### src/rtl/cache_mem_arbiter.sv
// cache_mem_arbiter
// Arbitrates a single burst memory port between an icache (reads only) and a
// dcache (reads and line writebacks).
//
// Ports:
//   clk, rst                   clock, synchronous active-high reset
//   i_req/i_ready/i_read/i_addr icache request level, grant, read command, line address
//   i_rvalid/i_rdata/i_raddr   read beats forwarded to the icache
//   d_req/d_ready/d_read/d_addr dcache equivalents
//   d_write/d_wdata/d_wdone    dcache writeback command, line data, completion pulse
//   d_rvalid/d_rdata/d_raddr   read beats forwarded to the dcache
//   mem_ready/mem_read/mem_write/mem_addr/mem_wdata  memory command side
//   mem_rvalid/mem_rdata/mem_raddr                   memory read-return side
//
// Build option:
//   ARB_RR_EN  defined   -> round-robin on a tie (dcache wins the first tie after reset)
//              undefined -> fixed priority, dcache always wins a tie
//
// BEATS must be a power of two and at least 2.

module cache_mem_arbiter #(
    parameter int BEATS  = 4,
    parameter int BEAT_W = 64
) (
    input  logic                    clk,
    input  logic                    rst,

    input  logic                    i_req,
    output logic                    i_ready,
    input  logic                    i_read,
    input  logic [31:0]             i_addr,
    output logic                    i_rvalid,
    output logic [BEAT_W-1:0]       i_rdata,
    output logic [31:0]             i_raddr,

    input  logic                    d_req,
    output logic                    d_ready,
    input  logic                    d_read,
    input  logic                    d_write,
    input  logic [31:0]             d_addr,
    input  logic [BEATS*BEAT_W-1:0] d_wdata,
    output logic                    d_wdone,
    output logic                    d_rvalid,
    output logic [BEAT_W-1:0]       d_rdata,
    output logic [31:0]             d_raddr,

    input  logic                    mem_ready,
    output logic                    mem_read,
    output logic                    mem_write,
    output logic [31:0]             mem_addr,
    output logic [BEAT_W-1:0]       mem_wdata,
    input  logic                    mem_rvalid,
    input  logic [BEAT_W-1:0]       mem_rdata,
    input  logic [31:0]             mem_raddr
);

    localparam int CNT_W = $clog2(BEATS);
    localparam logic [CNT_W-1:0] LAST_BEAT = CNT_W'(BEATS - 1);

    typedef enum logic [1:0] {IDLE, RD_WAIT, WR_BURST} state_t;
    typedef enum logic [1:0] {OWN_NONE, OWN_I, OWN_D} owner_t;

    state_t                   state, state_n;
    owner_t                   owner, owner_n;
    logic [CNT_W-1:0]         cnt, cnt_n;
    logic [BEATS*BEAT_W-1:0]  wbuf, wbuf_n;
    logic [31:0]              waddr, waddr_n;
    logic                     i_win, d_win;

`ifdef ARB_RR_EN
    // last_d = 1 when the dcache holds the most recent grant; reset value
    // means "icache last", so the dcache takes the first tie.
    logic last_d, last_d_n;

    always_comb begin
        i_win = i_req & (~d_req | last_d);
        d_win = d_req & (~i_req | ~last_d);
    end

    // Pointer moves only when a command is actually accepted.
    always_comb begin
        last_d_n = last_d;
        if (state == IDLE && (mem_read || mem_write))
            last_d_n = (owner_n == OWN_D);
    end

    always_ff @(posedge clk) begin
        if (rst) last_d <= 1'b0;
        else     last_d <= last_d_n;
    end
`else
    always_comb begin
        d_win = d_req;
        i_win = i_req & ~d_req;
    end
`endif

    always_ff @(posedge clk) begin
        if (rst) begin
            state <= IDLE;
            owner <= OWN_NONE;
            cnt   <= '0;
            wbuf  <= '0;
            waddr <= '0;
        end else begin
            state <= state_n;
            owner <= owner_n;
            cnt   <= cnt_n;
            wbuf  <= wbuf_n;
            waddr <= waddr_n;
        end
    end

    always_comb begin
        state_n   = state;
        owner_n   = owner;
        cnt_n     = cnt;
        wbuf_n    = wbuf;
        waddr_n   = waddr;
        i_ready   = 1'b0;
        d_ready   = 1'b0;
        i_rvalid  = 1'b0;
        d_rvalid  = 1'b0;
        d_wdone   = 1'b0;
        mem_read  = 1'b0;
        mem_write = 1'b0;
        mem_addr  = '0;
        mem_wdata = '0;
        // Data and address paths are shared; only the valids are steered.
        i_rdata   = mem_rdata;
        d_rdata   = mem_rdata;
        i_raddr   = mem_raddr;
        d_raddr   = mem_raddr;

        case (state)
            IDLE: begin
                // Readiness never looks at the command inputs, so a cache may
                // wait for ready before deciding to issue.
                i_ready = ~rst & mem_ready & i_win;
                d_ready = ~rst & mem_ready & d_win;
                if (d_ready && d_write) begin
                    // Write wins over a simultaneous d_read. Beat 0 goes out now.
                    mem_write = 1'b1;
                    mem_addr  = d_addr;
                    mem_wdata = d_wdata[BEAT_W-1:0];
                    wbuf_n    = d_wdata;
                    waddr_n   = d_addr;
                    cnt_n     = CNT_W'(1);
                    owner_n   = OWN_D;
                    state_n   = WR_BURST;
                end else if (d_ready && d_read) begin
                    mem_read = 1'b1;
                    mem_addr = d_addr;
                    cnt_n    = '0;
                    owner_n  = OWN_D;
                    state_n  = RD_WAIT;
                end else if (i_ready && i_read) begin
                    mem_read = 1'b1;
                    mem_addr = i_addr;
                    cnt_n    = '0;
                    owner_n  = OWN_I;
                    state_n  = RD_WAIT;
                end
            end
            RD_WAIT: begin
                if (mem_rvalid) begin
                    i_rvalid = (owner == OWN_I);
                    d_rvalid = (owner == OWN_D);
                    cnt_n    = cnt + 1'b1;
                    if (cnt == LAST_BEAT) begin
                        cnt_n   = '0;
                        owner_n = OWN_NONE;
                        state_n = IDLE;
                    end
                end
            end
            WR_BURST: begin
                // Memory must accept the remaining beats back to back.
                mem_write = 1'b1;
                mem_addr  = waddr;
                mem_wdata = wbuf[int'(cnt)*BEAT_W +: BEAT_W];
                cnt_n     = cnt + 1'b1;
                if (cnt == LAST_BEAT) begin
                    d_wdone = 1'b1;
                    cnt_n   = '0;
                    owner_n = OWN_NONE;
                    state_n = IDLE;
                end
            end
            default: state_n = IDLE;
        endcase

        // Hold every command/strobe quiet while reset is asserted.
        if (rst) begin
            i_ready   = 1'b0;
            d_ready   = 1'b0;
            i_rvalid  = 1'b0;
            d_rvalid  = 1'b0;
            d_wdone   = 1'b0;
            mem_read  = 1'b0;
            mem_write = 1'b0;
            mem_addr  = '0;
            mem_wdata = '0;
        end
    end

endmodule
### config.mk
export PLATFORM = sky130hd
export DESIGN_NAME = cache_mem_arbiter
export DESIGN_NICKNAME = d
export VERILOG_FILES = /design/src/rtl/cache_mem_arbiter.sv
export SDC_FILE = /design/constraint.sdc
export NUM_CORES = 1
export LEC_CHECK = 0
export ABC_AREA = 1
export CORE_AREA = 2 2 280 282
export CTS_CLUSTER_DIAMETER = 200
export CTS_CLUSTER_SIZE = 12
export DETAILED_ROUTE_END_ITERATION = 8
export DIE_AREA = 0 0 282 284
export PLACE_DENSITY = 0.42
export SLEW_MARGIN = 10
export SYNTH_ARGS = -nofsm -noshare
export SYNTH_HDL_FRONTEND = slang
export SYNTH_SLANG_ARGS = --single-unit
### constraint.sdc
create_clock -name clk -period 3.8 [get_ports clk]
set_input_delay 0.95 -clock clk [delete_from_list [all_inputs] [get_ports clk]]
set_output_delay 0.95 -clock clk [all_outputs]
set_load 0.02 [all_outputs]
### After elaboration in Yosys (flattened, before gate mapping)

Index checks and enable logic that the tools add are counted.

* logic and storage cells: 74
* bits of input ports: 425
* output and inout port bits: 295
* register bits: 294

* bitwise logic cells: 6
* shift operators: 1
* multiplexer cells: 46
* reduce and logical (&&, ||, !) cells: 8
* add/sub/neg operators: 1
* eq/ne operators: 7

Operators by type and width (number)
* variable part select 256 x 9 -> 64 bit: 1
* two-way mux 32 bit: 4
* two-way mux 64 bit: 2
* one-hot mux 64 bit (2 select lines): 1
* one-hot mux 32 bit (2 select lines): 1
* two-way mux 2 bit: 14
* two-way mux 1 bit: 20
* one-hot mux 2 bit (3 select lines): 3
* equality test 2 bit, second input constant: 3
* bitwise AND 1 bit: 4
* equality test 2 x 1 -> 1 bit, second input constant: 2
* != test 4 bit, second input constant: 1
* AND reduction 2 bit: 2
* logical AND 1 bit: 3
* AND reduction 3 bit: 1
* nonzero test 3 bit: 1
* adder 2 x 1 -> 2 bit, second input constant: 1
* logical NOT 2 bit: 1
* != test 2 bit, second input constant: 1
* NOT 1 bit: 2
* one-hot mux 1 bit (2 select lines): 1

### Depth between registers and ports, before layout

* word-level depth: 9
* gate-level depth with buffers: 10
* gate-level depth less buffers: 8

### Worst setup path after synthesis

Ideal clock, no wire load.

* kind: input -> output
* start: input port mem_ready
* end: output port mem_write
* path buffers: 3
* path slack: 0.616 ns
* arrival time: 2.234 ns
* cell stages on the path: 9
* cells stage by stage: inv_1 -> nor2_4 -> nand3_2 -> nor2_2 -> buf_4 -> inv_4 -> buf_2 -> buf_2 -> a21oi_1

* cells in the longest elaborated chain, start to end: 6

RTL lines
* start, declared: line 47 `input logic mem_ready,`
* bitwise AND 1 bit (2 in a row): line 140 `d_ready = ~rst & mem_ready & d_win;`
* logical AND 1 bit: line 141 `if (d_ready && d_write) begin`
* two-way mux 1 bit: line 141
* one-hot mux 1 bit (2 select lines): line 135 `case (state)`
* two-way mux 1 bit: line 194 `if (rst) begin`
* end, declared: line 49 `output logic mem_write,`

No other way between the ends.

### Worst setup path after layout

* start: input port d_write
* end: output port mem_addr[20]

* cells in the longest elaborated chain, start to end: 4

RTL lines
* start, declared: line 39 `input logic d_write,`
* logical AND 1 bit: line 141
* two-way mux 32 bit: line 141
* one-hot mux 32 bit (2 select lines): line 135
* two-way mux 32 bit: line 194
* end, declared: line 50 `output logic [31:0] mem_addr,`

No other way between the ends.

==> impl_results.md <==
* PortBufs at 431
* Synthesis-stage register bit count at 294
* Setup WS post-layout at between 0.05 and 0.06 ns
* DIE AREA at 80100 um^2
* Crit. End Element: output port
* Critical Path Slowest Stage Cell: clkdlybuf4s50_1
* Cell Pwr Density at about 420 nW/um^2
* Setup-failing EPs final at 0
* Worst-path clk slew at 0.07 ns
* Finished Layout Cells at 3541
* Placed cell area at a little under 20000 um^2
* Initial antenna violation count at 18
* Fill cells at 8522
* Relative slew slack at 28.1%
* Startpoint types: primary input
* First DRT Iteration DRCs at 780
* Vias in the first global route at 15.7k
* Crit path arrival time at 2.80 ns
* Synth Instances at around 2.3k
* Post-route minimum period at 3.75 ns
* Total placed cells including tap cells at 3486
* Num CTS Buffers at 28
* Hold crit path type: reg -> reg
* Net Sw Frac at 34.8%
* H-tree level count at 1
* Layout cell share with drive strength beyond 1 at between 10 and 15%
* Final hold viol count at 0
* Final Cycle Share at around 99%
* Clock latency on the worst-skew pair at 0.60 ns
* GRT Util Overall at 18.3%
* First-pass GRT wire length at roughly 110 mm
* Sequential cell area fraction in the yosys report at 39.0%
* Post-DP HPWL at between 50 and 60 mm
* Die height at 284 um
* Hold path depth at 2
* Total grt overflow at 0
* Rows at 102
* Leakage power at 0.00829 uW
* Max VDD drop at 0.000332 V
* Routed vias at 15.7k
* Yosys synthesis warning count at 0
* Gp weighted congestion at ~0.80
* Sw power at 3030 uW
* Critical path peak fanout at 23
* Clock Power Share at between 30% and 40%
* Worst path cell trace: clkdlybuf4s50_1, o211ai_1, buf_12, buf_4, nor2_1, nor2_1, nand2_1, a21oi_1, dlygate4sd2_1
* Vias/cell at 4.43
* Worst hold start: wbuf[21]$_SDFFE_PP0P_
* R2R cell count at 11
* Pre-CTS worst setup slack at -0.340 ns
* Worst Tran Pin Value at 1.08 ns
* Comb pwr share at 30.8%
* Reg power frac at 39.3%
* Critical path's largest stage delay at 0.48 ns
* Nets at about 2.9k
* Syn Nets at 2703
* Per-cell routed wire length at approximately 22 um
* Register area at about 6000 um^2
* # IOs at between 700 and 800
* Residual DRC at 0
* Clk Tree Root Cell: clkbuf_16
* TritonCTS clock tree: built
* Syn avg cell area at 6.64 um^2
* CORE AREA at between 70000 and 80000 um^2
* Fmax at 267 MHz
* Final setup skew at roughly 0.012 ns
* RSZ-0062 raised after global routing: no
* Internal Power at approximately 5700 uW
* Clock tree sinks at 294
* Critical path origin: d_write
* Layout Cell Area excl Fill at 20500 um^2
* Most used cell along the critical path: nor2_1
* Max-slew violation count at 0
* Initial Util at 19.6%
* CTS max path bufs at 3
* Fin Hold WS at 0.459 ns
* Post-detailed-route count of antenna-violating nets at 0
* Cell Area, Synth at roughly 15000 um^2
* CP Data Required Time at 2.85 ns
* Drt first pass iters at 7
* R2R Path Start: state[1]$_SDFFE_PP0P_
* Die X at approximately 280 um
* Crit path kind: in -> out
* Yosys cell types at 22
* Largest net degree at the start of global routing at 230
* Status: finished clean
* Area grow syn2layout at 36.0%
* Max-cap violation count at 0
* Final wirelength at 77.0 mm
* Multi-input gate area at 6870 um^2
## Yosys cell counts (all sizes together)
cell type / n / area share (%)
o211ai: 1 / 0.050
nor2: 653 / 16
o22ai: 65 / 2.7
nand3: 8 / 0.30
ha: 5 / 0.41
dfxtp: 294 / 39
clkbuf: 99 / 2.5
nor3: 3 / 0.10
inv: 51 / 1.3
nand2: 278 / 6.9
o21ai: 385 / 13
nand4: 4 / 0.17
a21oi: 162 / 5.4
buf: 265 / 12
## final timing paths
| check | slack (ns) | endpoint |
|---|---|---|
| max | 0.05 | mem_addr[20] |
| min | 0.46 | wbuf[21]$_SDFFE_PP0P_ |
| max reg2reg | 0.97 | wbuf[136]$_SDFFE_PP0P_ |
| min reg2reg | 0.46 | wbuf[21]$_SDFFE_PP0P_ |
## cells in the final DEF, fill, tap and decap left out, types with 2 or more instances in the layout
cell type,instances
nor3_1,3
buf_6,4
a21oi_1,153
nand2_1,277
nand3_1,7
nor2_4,2
buf_2,17
nand4_1,4
inv_2,2
clkdlybuf4s15_1,7
clkdlybuf4s15_2,8
o21ai_0,385
diode_2,5
clkdlybuf4s50_1,331
buf_12,29
bufbuf_16,3
dlygate4sd2_1,14
clkbuf_2,25
buf_4,113
dfxtp_1,292
nor2_1,651
a21oi_2,9
clkbuf_16,30
dfxtp_4,2
inv_1,45
o22ai_1,65
buf_16,2
ha_1,4
## state kept, by name, summed over array words and instances (netlist names)
signal / cells
wbuf: 256
owner: 2
state: 2
waddr: 32
cnt: 2
## final cells by class
class                   instances  area share, %
diodes                          5         0.0610
clock buffers                  29           3.43
clock inverters                 2          0.189
inverters                      51           1.01
multi-input cells            1564           33.5
flip-flops and latches        294           28.7
well taps                    1040           6.34
repair buffers                556           26.8
## worst max-delay path: cells and delay by family
family	cells	cell delay (ns)
compound gates	2	0.45
simple gates	3	0.17
buf+inv	4	1.21
## power groups by stage
| stage | sequential [uW] | clock, uW | combinational [uW] |
|---|---|---|---|
| finish | 3420 | 2610 | 2680 |
| global route | 3450 | 2820 | 2950 |
| CTS | 3420 | 2730 | 2720 |
| detailed placement | 3490 | 0 | 2700 |
| floorplan | 3420 | 0 | 1780 |
| global placement | 3490 | 0 | 2710 |
## per-stage QoR
stage	setup TNS, ns	power [uW]	utilization [%]
4_1_cts	-0.903	8880	26.8
5_1_grt	0	9220	26.7
6_report	0	8710	26.7
3_5_place_dp	-22.17	6190	25.5
3_3_place_gp	-21.71	6190	25.5
2_1_floorplan	0	5200	-
## cells by family (layout without fill, tap and decap cells)
logic type	Yosys count	in the layout	synth area share, %
and+or+nand+nor	946	946	23.8
buffers and inverters	415	638	15.9
adders and majority gates	5	5	0.415
AOI/OAI and AO/OA	613	613	20.9
other	0	5	0
DFF	294	294	39.0
## what timing repair did
action                     CTS  global route
hold buffers                 0             0
cloned                       4             2
gates resized for setup    191           110
pin swaps                    1             4
setup buffers                6             7
hold endpoints to repair     0             0
setup endpoints to repair   98            94
## layer usage
layer  part of all wire [%]  vias up  track usage, %  routed length [um]
li1                       -     7602               -                   -
met2                     51      611            33.4               39200
met5                   0.25        -           0.733                 192
met1                     36     7310            19.1               27800
met4                    4.6       20            8.02                3520
met3                    8.3      156            5.77                6380
Power figures use the tool's default switching activity.
